File: src/rtl/lsu_pkg.sv
// Shared types for the MEM-stage load/store unit: FSM states, access-size
// encodings and the store lane-replication helper.
package lsu_pkg;

    typedef enum logic [1:0] {
        ST_IDLE     = 2'd0,
        ST_WAIT_GNT = 2'd1,
        ST_WAIT_RV  = 2'd2,
        ST_DONE     = 2'd3
    } lsu_state_e;

    localparam logic [3:0] BE_BYTE = 4'b0001;
    localparam logic [3:0] BE_HALF = 4'b0011;
    localparam logic [3:0] BE_WORD = 4'b1111;

    // Copy the LSB-justified store operand into every lane it could land in,
    // so the memory only has to honour the shifted byte enables.
    function automatic logic [31:0] replicate_store(input logic [3:0]  size,
                                                    input logic [31:0] data);
        logic [31:0] res;
        res = data;
        if (size == BE_BYTE) begin
            res = {4{data[7:0]}};
        end else if (size == BE_HALF) begin
            res = {2{data[15:0]}};
        end
        return res;
    endfunction

endpackage

File: src/rtl/lsu_load_align.sv
// Load-data lane select and sign/zero extension, purely combinational.
module lsu_load_align
    import lsu_pkg::*;
(
    input  logic [31:0] rdata,
    input  logic [1:0]  offset,
    input  logic [3:0]  size,
    input  logic        uns,
    output logic [31:0] data
);

    logic [7:0]  byte_lane;
    logic [15:0] half_lane;

    always_comb begin
        byte_lane = rdata[7:0];
        case (offset)
            2'd0: byte_lane = rdata[7:0];
            2'd1: byte_lane = rdata[15:8];
            2'd2: byte_lane = rdata[23:16];
            2'd3: byte_lane = rdata[31:24];
            default: byte_lane = rdata[7:0];
        endcase
        half_lane = offset[1] ? rdata[31:16] : rdata[15:0];

        data = rdata;
        if (size == BE_BYTE) begin
            data = {{24{~uns & byte_lane[7]}}, byte_lane};
        end else if (size == BE_HALF) begin
            data = {{16{~uns & half_lane[15]}}, half_lane};
        end
    end

endmodule

File: src/rtl/mem_lsu.sv
// MEM-stage load/store unit: req/gnt/rvalid data-memory handshake, store
// alignment, load extension and front-end stall. LSU_BUS_TIMEOUT_EN adds a bus watchdog.
module mem_lsu
  import lsu_pkg::*;
#(
  parameter int unsigned TIMEOUT_CYCLES = 255
)
(
  input  logic        clk,
  input  logic        rst_n,
  input  logic [31:0] alu_res_i,
  input  logic [31:0] rs2_fwd_i,
  input  logic [4:0]  rd_i,
  input  logic        mem_read_i,
  input  logic        mem_write_i,
  input  logic [3:0]  byte_en_i,
  input  logic        load_uns_i,
  input  logic        reg_write_i,
  input  logic        wb_sel_mem_i,
  input  logic        adv_i,
  output logic        dmem_req_o,
  output logic        dmem_we_o,
  output logic [31:0] dmem_addr_o,
  output logic [3:0]  dmem_be_o,
  output logic [31:0] dmem_wdata_o,
  input  logic        dmem_gnt_i,
  input  logic        dmem_rvalid_i,
  input  logic [31:0] dmem_rdata_i,
  output logic        stall_mem_o,
  output logic        misalign_o,
  output logic [31:0] alu_res_o,
  output logic [4:0]  rd_o,
  output logic        reg_write_o,
  output logic        wb_sel_mem_o,
  output logic [31:0] load_data_o,
`ifdef LSU_BUS_TIMEOUT_EN
  output logic        bus_err_o,
`endif
  output lsu_state_e  state_dbg_o
);

  // Handshake: a request is accepted on any cycle with dmem_req_o & dmem_gnt_i;
  // while waiting for gnt, req/we/addr/be/wdata stay stable and req is never
  // withdrawn. A read returns exactly one cycle with dmem_rvalid_i, at or after
  // the cycle following its grant.

  lsu_state_e  state, state_n;
  logic        acc, is_half, is_word, misalign, go;
  logic        req_c, buf_en;
  logic [31:0] load_buf, ext_data;

  assign acc      = mem_read_i | mem_write_i;
  assign is_half  = (byte_en_i == BE_HALF);
  assign is_word  = (byte_en_i == BE_WORD);
  assign misalign = acc & ((is_half & alu_res_i[0]) |
                           (is_word & (alu_res_i[1:0] != 2'b00)));
  assign go       = acc & ~misalign;

`ifdef LSU_BUS_TIMEOUT_EN
  localparam int CNT_W = 16;
  logic [CNT_W-1:0] wait_cnt;
  logic             timeout, err_q, bus_err_q;
`endif

  always_comb begin
    state_n = state;
    req_c   = 1'b0;
    buf_en  = 1'b0;
`ifdef LSU_BUS_TIMEOUT_EN
    timeout = 1'b0;
`endif
    case (state)
      ST_IDLE, ST_WAIT_GNT: begin
        if (go) begin
          req_c = 1'b1;
          if (dmem_gnt_i) begin
            state_n = mem_write_i ? ST_DONE : ST_WAIT_RV;
          end else begin
            state_n = ST_WAIT_GNT;
          end
        end
      end
      ST_WAIT_RV: begin
        if (dmem_rvalid_i) begin
          buf_en  = 1'b1;
          state_n = ST_DONE;
        end
      end
      ST_DONE: begin
        if (adv_i) begin
          state_n = ST_IDLE;
        end
      end
      default: state_n = ST_IDLE;
    endcase
`ifdef LSU_BUS_TIMEOUT_EN
    // The watchdog only fires when the wait would otherwise continue.
    if (((state == ST_WAIT_GNT) || (state == ST_WAIT_RV)) && (state_n == state) &&
        (wait_cnt == CNT_W'(TIMEOUT_CYCLES - 1))) begin
      timeout = 1'b1;
      state_n = ST_DONE;
    end
`endif
  end

  always_ff @(posedge clk or negedge rst_n) begin
    if (!rst_n) begin
      state    <= ST_IDLE;
      load_buf <= '0;
    end else begin
      state <= state_n;
      if (buf_en) begin
        load_buf <= ext_data;
`ifdef LSU_BUS_TIMEOUT_EN
      end else if (timeout) begin
        load_buf <= '0;
`endif
      end
    end
  end

`ifdef LSU_BUS_TIMEOUT_EN
  always_ff @(posedge clk or negedge rst_n) begin
    if (!rst_n) begin
      wait_cnt  <= '0;
      err_q     <= 1'b0;
      bus_err_q <= 1'b0;
    end else begin
      bus_err_q <= timeout;
      if (state_n != state) begin
        wait_cnt <= '0;
      end else if ((state == ST_WAIT_GNT) || (state == ST_WAIT_RV)) begin
        wait_cnt <= wait_cnt + 1'b1;
      end
      if (timeout) begin
        err_q <= 1'b1;
      end else if ((state == ST_DONE) && adv_i) begin
        err_q <= 1'b0;
      end
    end
  end

  assign bus_err_o = bus_err_q;
`endif

  lsu_load_align u_align (
    .rdata  (dmem_rdata_i),
    .offset (alu_res_i[1:0]),
    .size   (byte_en_i),
    .uns    (load_uns_i),
    .data   (ext_data)
  );

  // IDLE would otherwise raise req/stall from the held EX/MEM inputs while
  // reset is asserted; gating with rst_n drops them the moment reset hits.
  assign dmem_req_o   = req_c & rst_n;
  assign stall_mem_o  = go & (state != ST_DONE) & rst_n;
  assign dmem_we_o    = mem_write_i;
  assign dmem_addr_o  = {alu_res_i[31:2], 2'b00};
  assign dmem_be_o    = byte_en_i << alu_res_i[1:0];
  assign dmem_wdata_o = replicate_store(byte_en_i, rs2_fwd_i);
  assign misalign_o   = misalign;

  assign alu_res_o    = alu_res_i;
  assign rd_o         = rd_i;
  assign wb_sel_mem_o = wb_sel_mem_i;
`ifdef LSU_BUS_TIMEOUT_EN
  assign reg_write_o  = reg_write_i & ~misalign & ~err_q;
`else
  assign reg_write_o  = reg_write_i & ~misalign;
`endif
  assign load_data_o  = load_buf;
  assign state_dbg_o  = state;

endmodule

File: config.mk
export PLATFORM = sky130hd
export DESIGN_NAME = mem_lsu
export DESIGN_NICKNAME = d
export VERILOG_FILES = /design/src/rtl/lsu_pkg.sv /design/src/rtl/lsu_load_align.sv /design/src/rtl/mem_lsu.sv
export SDC_FILE = /design/constraint.sdc
export NUM_CORES = 1
export LEC_CHECK = 0
export ABC_AREA = 1
export CORE_MARGIN = 10
export CORE_UTILIZATION = 36
export DETAILED_ROUTE_END_ITERATION = 16
export HOLD_SLACK_MARGIN = 0.12
export PLACE_DENSITY = 0.88
export SLEW_MARGIN = 25
export SYNTH_ARGS = -nofsm -noshare
export SYNTH_HDL_FRONTEND = slang
export SYNTH_HIERARCHICAL = 1
export SYNTH_SLANG_ARGS = --single-unit
File: constraint.sdc
create_clock -name clk -period 1.6 [get_ports clk]
set_input_delay 0.16 -clock clk [delete_from_list [all_inputs] [get_ports clk]]
set_output_delay 0.16 -clock clk [all_outputs]
set_load 0.02 [all_outputs]
==> run metrics, run 1 <==
Reg2Reg Setup Slack 0.09 ns; Yosys reg bits 34; CTS tree done; Final setup viols 0; H-tree depth 2; area of the core 9860 um2; vias in the first global route 3589; fill count 892; crit path DAT 1.73 ns; CP max stage delay 0.50 ns; Pre-antenna DRT Iters 5; initial drt markers 237; diode count 0; die width 121 um; initial core utilization 0.375; Post-synth ARST share 1.00; critical path class input port to flop; clock transition at the registers of the reported paths 0.07 ns; Distinct cells, synth 29; placed cell area 5030 um2; part of the cycle the worst path needs 0.967; sequential fraction of the synthesis area 0.230; Post-synth EDFFs 0; most frequent cell on the critical path nand2_1; largest net degree at the start of global routing 35; Syn Area/Cell 6.80 um2; grt ovf 0; total power 6.11 mW; WP data required 1.78 ns; r2r endpoint load_data_o[29]; fin crit period 1.55 ns; first-pass GRT wire length 19.8 mm; cell area after synthesis 3690 um2; drt drc 0; Worst Hold End alu_res_o[16]; WHS 0.320 ns; Mapped Cells 543; Worst Clk Skew 0.0148 ns; CP Launch Type input port; Peak VDD IR 772 uV; GRT Resource Usage Total 0.168; Yosys Warn Count 6; area leader, netlist dfrtp_1; layout cells sized above 1 0.212; max-cap violation count 0; Design Area, Final 5160 um2; CTS root buf clkbuf_8; CP cell instances clkdlybuf4s50_1 > buf_6 > nand2_1 > nand2_1 > nand2_2 > nand3_4 > nand2_1 > mux2_4; slowest cell on the critical path clkdlybuf4s50_1; dpl cells 774; Final Hold Vio Count 0; antenna violations before repair 0; outcome finished clean; Yosys top cell area share 0.230; Post-DP HPWL 10.5 mm; average wire per cell in the routed design 16.9 um; GPL Wtd Cong 0.901; Buffers on Ports 155; WL final 13.4 mm; R2R depth 6; Worst Min Path Start alu_res_i[16]; post-route ant nets 0; CTS max path bufs 2; critical path fanouts, max 12; Clock Sink Count 34; Die H 121 um; Non-Filler Instances 792; f_max 647 MHz; reg2reg start state_dbg_o[1]; Hold Crit Depth 0; static leakage 2.76 nW; # rows 36; IO Pins 260; full die area 14700 um2; number of buffers created by CTS 5; Synth-to-Final Area Change 39.6%; ys flop type dfrtp_1; clk_lat worst skew 0.30 ns; Hold Path Class input port to output pin; Via density 4.80; Worst setup EP type flop; Layout Nets 773; DR vias 3803; Pwr Density 1180 nW/um2; Slew Viols, Final 0; ranking of synthesized cells by area dfrtp_1 23%, nand2_1 21%, buf_4 18%
worst max-delay path: cells and delay by family:
| family | cells | cell delay (ns) |
|---|---|---|
| buffers and inverters | 2 | 0.67 |
| AND/OR/NAND/NOR | 5 | 0.62 |
| multiplexers | 1 | 0.28 |
sequential cells by signal (all words and copies together), names as in the netlist:
register / cells
state_dbg_o: 2
load_data_o: 32
cell usage after synthesis (all sizes together) (2+ instances only):
master	instances
buf	94
dfrtp	34
o22ai	3
nor2	49
inv	50
nor3	2
clkbuf	4
nand4	4
nand3	30
nand2	207
a21oi	2
o21ai	21
mux2	32
o211ai	6
cell families after synthesis:
logic type             share of synthesized area
AO/OA/AOI/OAI                             0.0542
buffers and inverters                      0.250
flip-flops                                 0.230
multiplexers                               0.128
other                                    0.00101
AND/OR/NAND/NOR                            0.337
final cells by class:
class / instances / area, um2 / share of cell area
clock buffer: 5 / 68.8 / 0.0133
inverter: 50 / 190 / 0.0369
sequential: 34 / 851 / 0.165
tap: 133 / 166 / 0.0323
multi-input combinational: 365 / 1970 / 0.382
timing repair buffer: 202 / 1840 / 0.357
clock inverter: 3 / 68.8 / 0.0133
stage by stage:
step,utilization,setup slack (ns),setup TNS [ns]
after floorplan,-,0.279,0
after global placement,0.510,-0.546,-26.28
after detailed placement,0.510,-0.590,-27.99
after CTS,0.524,0.00119,0
after global routing,0.523,-0.0102,-0.0102
final,0.523,0.0532,0
per-layer routing:
| layer | vias up | GRT usage | routed length [um] |
|---|---|---|---|
| met4 | 0 | 0.0663 | 542 |
| met1 | 1689 | 0.190 | 4980 |
| met3 | 78 | 0.0382 | 1120 |
| met5 | - | 0 | 0 |
| li1 | 1852 | - | - |
| met2 | 184 | 0.297 | 6740 |
report_power, final:
part | internal, mW | leakage, nW | switching (mW) | total, mW
Combinational | 1.92 | 2.28 | 1.63 | 3.55
Sequential | 1.30 | 0.406 | 0.267 | 1.57
Clock | 0.625 | 0.0683 | 0.362 | 0.987
Total | 3.85 | 2.76 | 2.26 | 6.11
layout by cell type, fill, tap and decap left out, drive strengths merged, types with 2 or more instances in the layout:
master         synthesis  final
dfrtp                 34     34
nand3                 30     32
o211ai                 6      6
buf                   94     56
clkbuf                 4     20
nand4                  4      4
nor3                   2      2
o22ai                  3      3
inv                   50     50
nor2                  49     50
mux2                  32     32
bufinv                 0      2
o21ai                 21     21
nand2                207    207
conb                   1      2
dlygate4sd2            0     15
a21oi                  2      2
clkdlybuf4s50          0    114
worst max path at each step:
stage	startpoint	to	slack (ns)	cells past startpoint
final	alu_res_i[1]	load_data_o[19]	0.05	8
after global routing	byte_en_i[3]	dmem_wdata_o[23]	-0.01	8
after CTS	byte_en_i[2]	dmem_wdata_o[15]	0.001	7
after detailed placement	byte_en_i[1]	dmem_wdata_o[10]	-0.59	6
after global placement	byte_en_i[1]	dmem_wdata_o[15]	-0.55	6
after floorplan	state_dbg_o[0]	load_data_o[10]	0.28	6
timing repair:
item | in CTS | in global routing
hold endpoints to repair | 34 | 0
gates resized for setup | 77 | 41
pin swaps | 4 | 4
cloned | 1 | 2
buffers inserted | 1 | 5
hold buffers | 1 | 0
setup endpoints to repair | 67 | 55
No activity file was read; power rests on OpenSTA's default activity.
==> run 2, diff against run 1 <==
--- a/config.mk
+++ b/config.mk
@@ -5,9 +5,8 @@
 export SDC_FILE = /design/constraint.sdc
 export NUM_CORES = 1
 export LEC_CHECK = 0
-export ABC_AREA = 1
-export CORE_MARGIN = 10
-export CORE_UTILIZATION = 36
+export CORE_MARGIN = 4
+export CORE_UTILIZATION = 34
 export DETAILED_ROUTE_END_ITERATION = 16
 export HOLD_SLACK_MARGIN = 0.12
 export PLACE_DENSITY = 0.88
==> run 2 against run 1 <==
  * Flip-flop and latch count stayed put
  * Global-route usage up 3.4 points
  * Total power is 10% lower
  * Setup slack worse by 0.028 ns
  * Hold slack is essentially flat
  * Clock power is 18% lower
  * Wire length down 13%
  * Count of clock-buffer cells in the layout up 1
  * Final cell count down 24%
  * Largest cell class is now buffers
  * Largest power group unchanged
  * Highest routed layer unchanged
==> run metrics, run 2 <==
full die area 11100 um2; crit path DAT 1.41 ns; part of the cycle the worst path needs 0.984; dpl cells 589; Distinct cells, synth 42; Comb power frac 0.571; IO Pins 260; max-cap violation count 0; P_sw 2.02 mW; Reg2Reg Setup Slack 0.20 ns; Setup TNS 0 ns; area of the core 9240 um2; ys flop type dfrtp_1; commonest non-fill, non-tap cells in the layout 111 x clkdlybuf4s50_1, 49 x mux2_2, 40 x buf_4, 34 x dfrtp_1, 27 x nand2_1; post-route ant nets 0; H-tree depth 2; Reg power frac 0.283; die width 106 um; WL final 11.6 mm; most common cell after layout, fill and taps aside clkdlybuf4s50_1; Via density 5.16; placed cell area 4620 um2; Buffers on Ports 155; Mapped Cells 363; fin crit period 1.57 ns; ranking of synthesized cells by area dfrtp_1 26%, mux2_2 20%, buf_4 19%; static leakage 2.12 nW; Non-Filler Instances 604; Post-synth top cells 81 x buf_4, 57 x mux2_2, 34 x dfrtp_1; Yosys top cell area share 0.263; critical path fanouts, max 3; Die H 106 um; Layout Nets 590; Post-synth EDFFs 0; cell with the most instances after synthesis buf_4; Post-DP HPWL 9.07 mm; WP data required 1.44 ns; area leader, netlist dfrtp_1; outcome finished clean; critical path class input port to output pin; Design Area, Final 4840 um2; largest net degree at the start of global routing 35; Hold Path Class input port to output pin; R2R depth 3; grt ovf 0; Hold Crit Depth 0; Internal Pwr Total 3.48 mW; Final Hold Vio Count 0; # rows 35; Yosys Warn Count 6; CP Launch Type input port; f_max 635 MHz; Worst Min Path Start rd_i[3]; GPL Wtd Cong 0.923; r2r endpoint load_data_o[1]; total power 5.49 mW; Clk network pwr share 0.147; initial core utilization 0.350; Worst setup EP type output pin; layout cells sized above 1 0.318; sequential fraction of the synthesis area 0.263; CTS tree done; Synth-to-Final Area Change 49.7%; Clock Sink Count 34; sw frac 0.367; Largest register FFs 32; vias in the first global route 3328; GRT Resource Usage Total 0.202; DR vias 3114; cell area after synthesis 3230 um2; Pre-antenna DRT Iters 6; Slew Viols, Final 0; diode count 0; antenna violations before repair 0; RSZ-0062 raised after global routing yes; Final setup viols 0; CTS root buf clkbuf_8; Worst Hold End rd_o[3]; initial drt markers 120; Peak VDD IR 596 uV; Worst Clk Skew 0.00678 ns; number of buffers created by CTS 5; drt drc 0; Yosys reg bits 34; first-pass GRT wire length 17.8 mm; clk_lat worst skew 0.28 ns; reg2reg start state_dbg_o[0]; Pwr Density 1130 nW/um2; average wire per cell in the routed design 19.2 um; Post-synth ARST share 1.00; CTS max path bufs 2; Syn Area/Cell 8.91 um2
## run 2: what timing repair did
| action | CTS | global route |
|---|---|---|
| resized for setup | 138 | 16 |
| setup endpoints to repair | 68 | 22 |
| cloned | 1 | 0 |
| pin swaps | 4 | 3 |
| hold buffers | 1 | 0 |
| endpoints found under the hold margin | 34 | 0 |
| buffers inserted | 5 | 1 |
## run 2: worst max-delay path by stage
stage,from,endpoint,slack (ns),cells after the start
2_1_floorplan,byte_en_i[3],load_data_o[10],0.06,5
3_3_place_gp,byte_en_i[3],load_data_o[8],-0.68,6
3_5_place_dp,byte_en_i[3],load_data_o[11],-0.74,6
4_1_cts,mem_write_i,dmem_we_o,0.0002,3
5_1_grt,byte_en_i[3],dmem_wdata_o[20],-0.009,5
6_report,rs2_fwd_i[3],dmem_wdata_o[3],0.03,3
## run 2: logic make-up (layout without fill, tap and decap cells)
| family | Yosys count | after routing | share of synthesized area |
|---|---|---|---|
| buf+inv | 111 | 222 | 0.229 |
| other cells | 1 | 2 | 0.00116 |
| flops | 34 | 34 | 0.263 |
| compound gates | 75 | 75 | 0.154 |
| simple gates | 73 | 73 | 0.113 |
| mux | 69 | 69 | 0.239 |
## run 2: stage by stage
step / utilization / hold slack [ns] / worst slack (ns)
after floorplan: - / -0.136 / 0.0566
after global placement: 0.500 / 0.297 / -0.679
after detailed placement: 0.500 / 0.317 / -0.740
after CTS: 0.523 / 0.320 / 0.000183
after global routing: 0.524 / 0.320 / -0.00877
final: 0.524 / 0.320 / 0.0256
## run 2: power groups by stage
stage | sequential, mW | clock (mW) | combinational [mW]
after floorplan | 2.06 | 0 | 1.26
after global placement | 1.56 | 0 | 3.10
after detailed placement | 1.57 | 0 | 3.15
after CTS | 1.56 | 0.824 | 3.17
after global routing | 1.61 | 0.861 | 3.32
final | 1.55 | 0.806 | 3.14
## run 2: per-layer routing
layer / share of wire / vias to the layer above / track usage
li1: - / 1401 / -
met1: 0.35 / 1482 / 0.218
met2: 0.51 / 188 / 0.360
met3: 0.11 / 43 / 0.0814
met4: 0.026 / 0 / 0.0638
met5: 0 / - / 0
## run 2: layout make-up
type / instances / area [um2]
fill: 847 / 4400
timing repair buffer: 207 / 2000
multi-input combinational: 219 / 1690
sequential: 34 / 851
tap: 129 / 161
clock buffer: 6 / 82.6
clock inverter: 1 / 30.0
inverter: 8 / 30.0
## run 2: worst max-delay path, stage by stage
cell and delay [ns]:
clkdlybuf4s50_1 0.51, buf_4 0.14, clkdlybuf4s50_1 0.60
==> run 3, diff against run 2 <==
--- a/config.mk
+++ b/config.mk
@@ -7,6 +7,7 @@
 export LEC_CHECK = 0
 export CORE_MARGIN = 4
 export CORE_UTILIZATION = 34
+export CTS_CLUSTER_SIZE = 10
 export DETAILED_ROUTE_END_ITERATION = 16
 export HOLD_SLACK_MARGIN = 0.12
 export PLACE_DENSITY = 0.88
==> results of run 3 <==
No change in the layout: final DEF, timing and power equal those of run 2.
